--- src/rtl/qspi_ram_arbiter_if.sv ---
// Bundle of the two requester ports and the RAM sequencer port around qspi_ram_arbiter.
// The slave modport is the arbiter's view; master is the surrounding logic (requesters + sequencer).
interface qspi_ram_arbiter_if #(
    parameter int ADDR_W = 24,
    parameter int LEN_W  = 8
);
    logic              a_req;
    logic [ADDR_W-1:0] a_addr;
    logic [LEN_W-1:0]  a_len;
    logic              a_ack;
    logic [7:0]        a_rdata;
    logic              a_rvalid;
    logic              a_done;

    logic              b_req;
    logic              b_we;
    logic [ADDR_W-1:0] b_addr;
    logic [LEN_W-1:0]  b_len;
    logic [7:0]        b_wdata;
    logic              b_wready;
    logic              b_ack;
    logic [7:0]        b_rdata;
    logic              b_rvalid;
    logic              b_done;

    logic              m_start;
    logic              m_we;
    logic [ADDR_W-1:0] m_addr;
    logic [LEN_W-1:0]  m_len;
    logic [7:0]        m_wdata;
    logic              m_wready;
    logic [7:0]        m_rdata;
    logic              m_rvalid;
    logic              m_busy;
    logic              m_done;

    logic [1:0]        owner;
    logic [4:0]        starve_cnt;

    modport slave (
        input  a_req, a_addr, a_len,
        output a_ack, a_rdata, a_rvalid, a_done,
        input  b_req, b_we, b_addr, b_len, b_wdata,
        output b_wready, b_ack, b_rdata, b_rvalid, b_done,
        output m_start, m_we, m_addr, m_len, m_wdata,
        input  m_wready, m_rdata, m_rvalid, m_busy, m_done,
        output owner, starve_cnt
    );

    modport master (
        output a_req, a_addr, a_len,
        input  a_ack, a_rdata, a_rvalid, a_done,
        output b_req, b_we, b_addr, b_len, b_wdata,
        input  b_wready, b_ack, b_rdata, b_rvalid, b_done,
        input  m_start, m_we, m_addr, m_len, m_wdata,
        output m_wready, m_rdata, m_rvalid, m_busy, m_done,
        input  owner, starve_cnt
    );
endinterface

--- src/rtl/qspi_ram_arbiter.sv ---
// Two-port arbiter in front of one quad-SPI RAM sequencer: A (flash emulation, high priority,
// read only) and B (host, read/write), burst-granular grants with a starvation guard for B.
module qspi_ram_arbiter #(
    parameter int ADDR_W     = 24,
    parameter int LEN_W      = 8,
    parameter int STARVE_MAX = 16
) (
    input  logic                i_clk,
    input  logic                i_reset_n,
    qspi_ram_arbiter_if.slave   bus
);
    typedef enum logic [1:0] {
        S_IDLE  = 2'd0,
        S_RUN_A = 2'd1,
        S_RUN_B = 2'd2
    } state_t;

    localparam logic [1:0] OWN_NONE   = 2'b00;
    localparam logic [1:0] OWN_A      = 2'b01;
    localparam logic [1:0] OWN_B      = 2'b10;
    localparam logic [4:0] STARVE_LIM = 5'(STARVE_MAX);

    state_t            r_state;
    logic [1:0]        r_owner;
    logic              r_a_ack;
    logic              r_b_ack;
    logic              r_a_done;
    logic              r_b_done;
    logic              r_m_start;
    logic              r_m_we;
    logic [ADDR_W-1:0] r_m_addr;
    logic [LEN_W-1:0]  r_m_len;
    logic [4:0]        r_starve;

    logic w_b_wins;
    logic w_own_a;
    logic w_own_b;

    // B takes the slot when A is absent or A has used up its consecutive-grant allowance.
    assign w_b_wins = bus.b_req && ((r_starve == STARVE_LIM) || !bus.a_req);

    always_ff @(posedge i_clk or negedge i_reset_n) begin
        if (!i_reset_n) begin
            r_state   <= S_IDLE;
            r_owner   <= OWN_NONE;
            r_a_ack   <= 1'b0;
            r_b_ack   <= 1'b0;
            r_a_done  <= 1'b0;
            r_b_done  <= 1'b0;
            r_m_start <= 1'b0;
            r_m_we    <= 1'b0;
            r_m_addr  <= '0;
            r_m_len   <= '0;
            r_starve  <= '0;
        end else begin
            r_a_ack   <= 1'b0;
            r_b_ack   <= 1'b0;
            r_a_done  <= 1'b0;
            r_b_done  <= 1'b0;
            r_m_start <= 1'b0;
            case (r_state)
                S_IDLE: begin
                    if (!bus.m_busy) begin
                        if (w_b_wins) begin
                            r_b_ack   <= 1'b1;
                            r_m_start <= 1'b1;
                            r_m_we    <= bus.b_we;
                            r_m_addr  <= bus.b_addr;
                            r_m_len   <= bus.b_len;
                            r_owner   <= OWN_B;
                            r_starve  <= '0;
                            r_state   <= S_RUN_B;
                        end else if (bus.a_req) begin
                            r_a_ack   <= 1'b1;
                            r_m_start <= 1'b1;
                            r_m_we    <= 1'b0;
                            r_m_addr  <= bus.a_addr;
                            r_m_len   <= bus.a_len;
                            r_owner   <= OWN_A;
                            r_state   <= S_RUN_A;
                            if (!bus.b_req)
                                r_starve <= '0;
                            else if (r_starve != STARVE_LIM)
                                r_starve <= r_starve + 5'd1;
                        end
                    end
                end
                // Returning to IDLE for one cycle gives the bus its release turnaround.
                S_RUN_A: begin
                    if (bus.m_done) begin
                        r_a_done <= 1'b1;
                        r_owner  <= OWN_NONE;
                        r_state  <= S_IDLE;
                    end
                end
                S_RUN_B: begin
                    if (bus.m_done) begin
                        r_b_done <= 1'b1;
                        r_owner  <= OWN_NONE;
                        r_state  <= S_IDLE;
                    end
                end
                default: begin
                    r_owner <= OWN_NONE;
                    r_state <= S_IDLE;
                end
            endcase
        end
    end

    assign w_own_a = (r_owner == OWN_A);
    assign w_own_b = (r_owner == OWN_B);

    assign bus.a_ack      = r_a_ack;
    assign bus.b_ack      = r_b_ack;
    assign bus.a_done     = r_a_done;
    assign bus.b_done     = r_b_done;
    assign bus.m_start    = r_m_start;
    assign bus.m_we       = r_m_we;
    assign bus.m_addr     = r_m_addr;
    assign bus.m_len      = r_m_len;
    assign bus.owner      = r_owner;
    assign bus.starve_cnt = r_starve;

    // Read data and write handshake follow the current owner; idle-time beats are discarded.
    assign bus.a_rvalid = w_own_a & bus.m_rvalid;
    assign bus.a_rdata  = w_own_a ? bus.m_rdata : 8'h00;
    assign bus.b_rvalid = w_own_b & bus.m_rvalid;
    assign bus.b_rdata  = w_own_b ? bus.m_rdata : 8'h00;
    assign bus.b_wready = w_own_b & bus.m_wready;
    assign bus.m_wdata  = bus.b_wdata;
endmodule

--- src/flat_wrapper.sv ---
// flat-port wrapper written by rule: the top's interface ports become plain ports
module qspi_ram_arbiter_flat 
#(
    parameter int ADDR_W     = 24,
    parameter int LEN_W      = 8,
    parameter int STARVE_MAX = 16
)
  (i_clk, i_reset_n, bus_a_req, bus_a_addr, bus_a_len, bus_a_ack, bus_a_rdata, bus_a_rvalid, bus_a_done, bus_b_req, bus_b_we, bus_b_addr, bus_b_len, bus_b_wdata, bus_b_wready, bus_b_ack, bus_b_rdata, bus_b_rvalid, bus_b_done, bus_m_start, bus_m_we, bus_m_addr, bus_m_len, bus_m_wdata, bus_m_wready, bus_m_rdata, bus_m_rvalid, bus_m_busy, bus_m_done, bus_owner, bus_starve_cnt);
  qspi_ram_arbiter_if #(.ADDR_W(ADDR_W), .LEN_W(LEN_W)) bus_i ();
  input  logic i_clk;
  input  logic i_reset_n;
  input wire logic [$bits(bus_i.a_req)-1:0] bus_a_req;
  input wire logic [$bits(bus_i.a_addr)-1:0] bus_a_addr;
  input wire logic [$bits(bus_i.a_len)-1:0] bus_a_len;
  output wire logic [$bits(bus_i.a_ack)-1:0] bus_a_ack;
  output wire logic [$bits(bus_i.a_rdata)-1:0] bus_a_rdata;
  output wire logic [$bits(bus_i.a_rvalid)-1:0] bus_a_rvalid;
  output wire logic [$bits(bus_i.a_done)-1:0] bus_a_done;
  input wire logic [$bits(bus_i.b_req)-1:0] bus_b_req;
  input wire logic [$bits(bus_i.b_we)-1:0] bus_b_we;
  input wire logic [$bits(bus_i.b_addr)-1:0] bus_b_addr;
  input wire logic [$bits(bus_i.b_len)-1:0] bus_b_len;
  input wire logic [$bits(bus_i.b_wdata)-1:0] bus_b_wdata;
  output wire logic [$bits(bus_i.b_wready)-1:0] bus_b_wready;
  output wire logic [$bits(bus_i.b_ack)-1:0] bus_b_ack;
  output wire logic [$bits(bus_i.b_rdata)-1:0] bus_b_rdata;
  output wire logic [$bits(bus_i.b_rvalid)-1:0] bus_b_rvalid;
  output wire logic [$bits(bus_i.b_done)-1:0] bus_b_done;
  output wire logic [$bits(bus_i.m_start)-1:0] bus_m_start;
  output wire logic [$bits(bus_i.m_we)-1:0] bus_m_we;
  output wire logic [$bits(bus_i.m_addr)-1:0] bus_m_addr;
  output wire logic [$bits(bus_i.m_len)-1:0] bus_m_len;
  output wire logic [$bits(bus_i.m_wdata)-1:0] bus_m_wdata;
  input wire logic [$bits(bus_i.m_wready)-1:0] bus_m_wready;
  input wire logic [$bits(bus_i.m_rdata)-1:0] bus_m_rdata;
  input wire logic [$bits(bus_i.m_rvalid)-1:0] bus_m_rvalid;
  input wire logic [$bits(bus_i.m_busy)-1:0] bus_m_busy;
  input wire logic [$bits(bus_i.m_done)-1:0] bus_m_done;
  output wire logic [$bits(bus_i.owner)-1:0] bus_owner;
  output wire logic [$bits(bus_i.starve_cnt)-1:0] bus_starve_cnt;
  assign bus_i.a_req = bus_a_req;
  assign bus_i.a_addr = bus_a_addr;
  assign bus_i.a_len = bus_a_len;
  assign bus_a_ack = bus_i.a_ack;
  assign bus_a_rdata = bus_i.a_rdata;
  assign bus_a_rvalid = bus_i.a_rvalid;
  assign bus_a_done = bus_i.a_done;
  assign bus_i.b_req = bus_b_req;
  assign bus_i.b_we = bus_b_we;
  assign bus_i.b_addr = bus_b_addr;
  assign bus_i.b_len = bus_b_len;
  assign bus_i.b_wdata = bus_b_wdata;
  assign bus_b_wready = bus_i.b_wready;
  assign bus_b_ack = bus_i.b_ack;
  assign bus_b_rdata = bus_i.b_rdata;
  assign bus_b_rvalid = bus_i.b_rvalid;
  assign bus_b_done = bus_i.b_done;
  assign bus_m_start = bus_i.m_start;
  assign bus_m_we = bus_i.m_we;
  assign bus_m_addr = bus_i.m_addr;
  assign bus_m_len = bus_i.m_len;
  assign bus_m_wdata = bus_i.m_wdata;
  assign bus_i.m_wready = bus_m_wready;
  assign bus_i.m_rdata = bus_m_rdata;
  assign bus_i.m_rvalid = bus_m_rvalid;
  assign bus_i.m_busy = bus_m_busy;
  assign bus_i.m_done = bus_m_done;
  assign bus_owner = bus_i.owner;
  assign bus_starve_cnt = bus_i.starve_cnt;
  qspi_ram_arbiter #(.ADDR_W(ADDR_W), .LEN_W(LEN_W), .STARVE_MAX(STARVE_MAX)) u_core (.i_clk(i_clk), .i_reset_n(i_reset_n), .bus(bus_i));
endmodule
--- config.mk ---
export PLATFORM = sky130hd
export DESIGN_NAME = qspi_ram_arbiter_flat
export DESIGN_NICKNAME = d
export VERILOG_FILES = /design/src/rtl/qspi_ram_arbiter_if.sv /design/src/rtl/qspi_ram_arbiter.sv /design/src/flat_wrapper.sv
export SDC_FILE = /design/constraint.sdc
export NUM_CORES = 1
export LEC_CHECK = 0
export BUFFER_PORTS_ARGS = -buffer_cell sky130_fd_sc_hd__clkbuf_2
export CORE_MARGIN = 2
export CORE_UTILIZATION = 48
export CTS_CLUSTER_DIAMETER = 150
export DETAILED_ROUTE_END_ITERATION = 10
export PLACE_DENSITY = 0.95
export SETUP_SLACK_MARGIN = 0.02
export SLEW_MARGIN = 20
export SYNTH_ARGS = -nofsm -noshare
export SYNTH_HDL_FRONTEND = slang
export SYNTH_SLANG_ARGS = --single-unit
--- constraint.sdc ---
create_clock -name i_clk -period 2.62 [get_ports i_clk]
set_input_delay 0.131 -clock i_clk [delete_from_list [all_inputs] [get_ports i_clk]]
set_output_delay 0.131 -clock i_clk [all_outputs]
set_load 0.02 [all_outputs]
==> impl_metrics.tcl, run 1 <==
set metrics [dict create \
    synth.area.top_cells "dfrtp_1 41%, o2111ai_1 20%, o211ai_1 8.7%" \
    grt_max_degree 46 \
    p_clk_share_pct 17.6 \
    switching_power_mw 1.50 \
    cts_made_buffers 5 \
    max_cap_viol_count 0 \
    cts-htree-levels 2 \
    p_int_mw 1.99 \
    critPathMaxFanout 35 \
    dr.first_iter.drc_count 140 \
    io_pins 161 \
    io_buffers 144 \
    fin_skew_ns 0.00613 \
    rsz0062_at_grt "false" \
    share_comb_of_total_power_pct 48.5 \
    seqPwrFrac_pct 33.9 \
    clk_pin_slew_worst_paths_ns 0.08 \
    synth_seq_cells 45 \
    synth_most_common_cell "o2111ai_1" \
    routabilityCongestion 0.872 \
    ys_seq_area_share_pct 40.8 \
    cp_slowest_cell "inv_2" \
    worstPathArrival_ns 1.98 \
    yosysTopAreaCell "dfrtp_1" \
    num_antenna_cells 0 \
    clkLatencyLatePin_ns 0.29 \
    end_kind "register" \
    ys.flop_type "dfrtp_1" \
    cp_cell_sequence "inv_1 > ha_1 > nor2b_4 > nand2_2 > inv_2 > o22ai_1" \
    hp-class "in2reg" \
    place_inst 464 \
    switching_share_pct 42.9 \
    crit_required_ns 2.77 \
    setup_viol 0 \
    cp-start-kind "register" \
    finalNetCount 494 \
    gr-total-overflow 0 \
    drc 0 \
    synth_nets 375 \
    crit_path_max_incr_delay_ns 0.48 \
    setup-tns-final_ns 0 \
    yosys.area.top_type_share_pct 40.8 \
    die_h_um 79.8 \
    postCtsSetupRepairBufs 0 \
    cts_tree "built" \
    ys_warn_count 0 \
    critical_path_class "reg2reg" \
    final_hold_viol_count 0 \
    async_flop_share_pct 100 \
    core_um2 5540 \
    cts.sinks 45 \
    hold_ws_ns 0.0842 \
    final_cells 473 \
    rows 27 \
    postSynthCellCount 281 \
    yosysUniqueCellTypes 31 \
    die_w_um 79.8 \
    area_growth_pct 29.0 \
    outcome "completed" \
    fmax_mhz 546 \
    finalMaxSlewViolations 0 \
    syn-cell-area_um2 2760 \
    dieArea_um2 6370 \
    place_ws_ns 0.749 \
    antenna_found_initial 0 \
    num_vias 2757 \
    drtAntennaViolNets 0 \
    power_density_nw_per_um2 980 \
    drive_gt1_share_pct 41.6 \
    wl_per_cell_um 16.5 \
    via_per_inst 5.83 \
    finalCriticalPeriod_ns 1.83 \
    ys_top_cells_by_count "64 x o2111ai_1, 45 x dfrtp_1, 38 x inv_1" \
    clock_path_buffers 2 \
    drt-total-wl_um 7800 \
    start_util_pct 49.8 \
    grtUsageTotal_pct 23.4 \
    dr.pass1.iters 6 \
    max-slew-margin-rel_pct 29.3 \
    grt_first_pass_wirelength_um 11900 \
    first_global_vias 2465 \
    worstMarginPinSlew_ns 1.06 \
    p_leak_nw 1.74 \
    peakVddDrop_v 0.000532 \
    avgSynthCellArea_um2 9.82 \
    synth-edff-count 0 \
    worst_slack_ns 0.787 \
    dpl.hpwl_um 5510 \
    cts_root_buf "clkbuf_8" \
    finalCritPeriodShare_pct 69.9 \
]
## placed cells by master (no fill, tap or decap), types with 3 or more instances in the layout
| master | instances |
|---|---|
| and2_1 | 22 |
| buf_4 | 10 |
| clkbuf_2 | 143 |
| clkbuf_8 | 5 |
| dfrtp_1 | 45 |
| ha_1 | 5 |
| inv_1 | 38 |
| nand3_1 | 4 |
| nor2b_1 | 3 |
| nor3b_1 | 3 |
| o2111ai_1 | 64 |
| o211ai_1 | 32 |
## through the flow
step	total power, mW	instance area (um^2)	util (%)
3_5_place_dp	2.88	3410	61.6
3_3_place_gp	2.83	3410	61.6
5_1_grt	3.71	3560	64.2
4_1_cts	3.50	3550	64.0
6_report	3.49	3560	64.2
2_1_floorplan	2.31	2760	-
## cell type report
class,count,area [um^2]
Fill cell,478,1980
Multi-Input combinational cell,155,1260
Sequential cell,45,1130
Timing Repair Buffer,154,801
Inverter,39,146
Tap cell,72,90.1
Clock buffer,5,68.8
Clock inverter,3,65.1
## flip-flops by register name (all words and copies together) (netlist names)
register               count
u_core.bus.starve_cnt      5
u_core.bus.m_start         1
u_core.bus.m_len           8
u_core.bus.a_done          1
u_core.bus.b_ack           1
u_core.bus.m_addr         24
u_core.bus.owner           2
u_core.bus.b_done          1
u_core.bus.m_we            1
u_core.bus.a_ack           1
## path summary, 6_finish.rpt
kind                                          start                        to  slack, ns  cells after the start
worst max-delay path            u_core.bus.owner[0]  u_core.bus.starve_cnt[1]       0.79                      6
worst min-delay path                     bus_m_done         u_core.bus.a_done       0.08                      2
worst max register to register  u_core.bus.owner[0]  u_core.bus.starve_cnt[1]       0.79                      6
worst min register to register      u_core.bus.m_we           u_core.bus.m_we       0.53                      1
max in group asynchronous                 i_reset_n           u_core.bus.m_we       1.85                      2
min in group asynchronous                 i_reset_n         u_core.bus.b_done       0.38                      2
## logic make-up after synthesis
| group | after synthesis | share of synthesized area [%] |
|---|---|---|
| AOI/OAI and AO/OA | 108 | 32.4 |
| adders and majority gates | 5 | 2.27 |
| buffers and inverters | 81 | 14.3 |
| DFF | 45 | 40.8 |
| muxes | 3 | 1.13 |
| and+or+nand+nor | 39 | 9.12 |
## what timing repair did
item,4_1_cts,5_1_grt
hold buffers,0,1
endpoints found under the hold margin,0,45
gates resized for setup,0,0
## power by group through the flow
stage	sequential, mW	clock (mW)	combinational [mW]
floorplan	1.53	0	0.780
global placement	1.19	0	1.64
detailed placement	1.19	0	1.69
CTS	1.18	0.623	1.70
global route	1.21	0.652	1.84
finish	1.18	0.614	1.69
## routing by layer
| layer | GRT usage, % | wire, um |
|---|---|---|
| met1 | 30.6 | 3300 |
| met2 | 40.2 | 3850 |
| met3 | 4.30 | 561 |
| met4 | 5.59 | 96 |
| met5 | 0 | 0 |
## worst max-delay path: cells and delay by family, from the launching register on
| kind | cells | cell delay (ns) |
|---|---|---|
| buffers and inverters | 2 | 0.58 |
| AO/OA/AOI/OAI | 1 | 0.17 |
| AND/OR/NAND/NOR | 2 | 0.30 |
| adder cells (fa/ha/maj) | 1 | 0.23 |
| flip-flops | 1 | 0.42 |
(Power assumes the default switching activity.)
==> run 2, diff against run 1 <==
Settings changed: ABC_AREA set to 1, CORE_UTILIZATION 48 to 44, PLACE_DENSITY 0.95 to 0.89.
Clock period 2.62 ns to 1.9 ns, I/O delays scaled along.
==> impl_metrics.tcl, run 2 <==
set metrics [dict create \
    area_growth_pct 28.0 \
    max_cap_viol_count 0 \
    synth_adder_area_share_pct 2.27 \
    routabilityCongestion 0.854 \
    top_layer "met4" \
    peakVddDrop_v 0.000565 \
    dieArea_um2 6920 \
    die_w_um 83.2 \
    largest_reg_flops 24 \
    critical_path_class "reg2out" \
    ys_top_cells_by_count "135 x nand2_1, 99 x inv_1, 73 x nand3_1" \
    finalCritPeriodShare_pct 86.5 \
    drtAntennaViolNets 0 \
    crit_path_max_incr_delay_ns 0.42 \
    first_global_vias 2724 \
    cts-htree-levels 2 \
    seqPwrFrac_pct 36.5 \
    synth_most_common_cell "nand2_1" \
    final_hold_viol_count 0 \
    async_flop_share_pct 100 \
    synth_seq_cells 45 \
    switching_power_mw 2.16 \
    ys_warn_count 0 \
    clk_pin_slew_worst_paths_ns 0.08 \
    finalMaxSlewViolations 0 \
    final_common_cell "clkbuf_2" \
    cts_root_buf "clkbuf_8" \
    cp_common_cell "inv_1" \
    synth_top_family_by_area "simple AND/OR/NAND/NOR gates" \
    cp_slowest_cell "dfrtp_1" \
    end_kind "primary output" \
    io_pins 161 \
    setup_viol 0 \
    gr-total-overflow 0 \
    worstMarginPinSlew_ns 0.566 \
    yosysUniqueCellTypes 20 \
    fin_area_um2 3530 \
    fmax_mhz 608 \
    cts_tree "built" \
    m1WireLength_um 2830 \
    cts.sinks 45 \
    cp-start-kind "register" \
    dr_wl_met3_um 421 \
    place_inst 602 \
    yosys.area.top_type_share_pct 40.8 \
    synth-edff-count 0 \
    setup-tns-final_ns 0 \
    p_clk_share_pct 12.3 \
    synth_compound_area_share_pct 1.50 \
    hp-class "in2reg" \
    cts_resized 0 \
    outcome "completed" \
    share_comb_of_total_power_pct 51.2 \
    wl_per_cell_um 11.3 \
    postSynthCellCount 404 \
    power_density_nw_per_um2 1290 \
    dr.pass1.iters 4 \
    grt_max_degree 38 \
    cp_cell_sequence "inv_1 > ha_1 > nand2_1 > inv_1 > clkbuf_2" \
    num_antenna_cells 0 \
    clkLatencyLatePin_ns 0.29 \
    finalCriticalPeriod_ns 1.64 \
    synth-xor-area-share_pct 0 \
    final_cell_mix "144 x clkbuf_2, 135 x nand2_1, 99 x inv_1" \
    drive_gt1_share_pct 30.4 \
    synthMuxAreaShare_pct 0 \
    finalNetCount 629 \
    syn-cell-area_um2 2760 \
    drt-total-wl_um 6910 \
    final_cells 611 \
    crit_required_ns 1.80 \
    io_buffers 144 \
    cts_made_buffers 5 \
    placed_cell_area_um2 3440 \
    ys_seq_area_share_pct 40.8 \
    synth.area.top_cells "dfrtp_1 41%, nand2_1 18%, inv_1 13%" \
    yosysTopAreaCell "dfrtp_1" \
    grtUsageTotal_pct 20.6 \
    start_util_pct 46.0 \
    p_leak_nw 2.43 \
    fin_skew_ns 0.00307 \
    dpl.hpwl_um 5350 \
    rows 28 \
    clock_path_buffers 2 \
    synthSimpleGateAreaFrac_pct 34.8 \
    critPathMaxFanout 10 \
    switching_share_pct 47.5 \
    antenna_found_initial 0 \
    p_int_mw 2.39 \
    rsz0062_at_grt "false" \
    drc 0 \
    max-slew-margin-rel_pct 62.2 \
    ys.flop_type "dfrtp_1" \
    worstPathArrival_ns 1.55 \
    dr.first_iter.drc_count 143 \
    grt_first_pass_wirelength_um 11900 \
    synth_nets 498 \
    die_h_um 83.2 \
    core_um2 5990 \
    wl_met2_um 3520 \
    hold_ws_ns 0.0198 \
    num_vias 2846 \
    avgSynthCellArea_um2 6.83 \
    via_per_inst 4.66 \
]
==> run 2: cell types whose count changed after synthesis, moves of 4 or more <==
cell       change
and2_1        -22
o2111ai_1     -64
nand2_1      +135
inv_1         +61
nor2b_1        -4
clkbuf_1       -4
nand3_1       +69
o211ai_1      -32
buf_2         -14
==> run 2: area by class of cell <==
cell class	instances	area, um^2
Clock buffer	6	72.6
Fill cell	565	2460
Inverter	100	375
Timing Repair Buffer	151	788
Multi-Input combinational cell	232	1060
Clock inverter	2	10.0
Sequential cell	45	1130
Tap cell	75	93.8
==> run 2: per-stage QoR <==
step	util [%]	power [mW]	worst slack [ns]
after floorplan	-	3.20	0.397
after global placement	57.4	3.91	0.395
after detailed placement	57.4	4.02	0.299
after CTS	58.9	4.58	0.278
after global routing	58.9	4.92	0.0898
final	58.9	4.55	0.256
==> run 2: cells by family after synthesis <==
group	Yosys count
simple gates	220
flops	45
compound gates	7
buf+inv	127
fa+ha+maj	5
==> run 2: critical path, delay by kind of cell, from the launching register on <==
family        cells  cell delay (ns)
flops             1             0.42
fa+ha+maj         1             0.39
buf+inv           3             0.32
simple gates      1             0.13
==> run 2: path summary, 6_finish.rpt <==
check | cells after the start | start | endpoint | slack [ns]
worst min register to register | 2 | u_core.bus.m_len[3] | u_core.bus.m_len[3] | 0.49
worst max-delay path | 5 | u_core.bus.owner[1] | bus_a_rdata[6] | 0.26
min in group asynchronous | 2 | i_reset_n | u_core.bus.starve_cnt[2] | 0.32
max in group asynchronous | 3 | i_reset_n | u_core.bus.m_len[3] | 0.88
worst max register to register | 9 | u_core.bus.starve_cnt[0] | u_core.bus.owner[0] | 0.28
worst min-delay path | 2 | bus_m_busy | u_core.bus.b_ack | 0.02
==> run 2: power by group through the flow <==
stage	Sequential, mW	Combinational, mW	Clock, mW
after floorplan	2.12	1.08	0
after global placement	1.66	2.25	0
after CTS	1.66	2.35	0.571
final	1.66	2.33	0.558
after global routing	1.72	2.58	0.618
after detailed placement	1.66	2.36	0
==> run 2: routing by layer <==
| layer | vias to the layer above | track usage [%] |
|---|---|---|
| li1 | 1438 | - |
| met2 | 99 | 37.4 |
| met4 | 0 | 6.41 |
| met5 | - | 0 |
| met1 | 1288 | 24.0 |
| met3 | 21 | 4.47 |
==> run 2: timing repair <==
item / CTS / global route
hold buffers: 1 / 0
buffers inserted: 0 / 0
endpoints found under the hold margin: 22 / 0
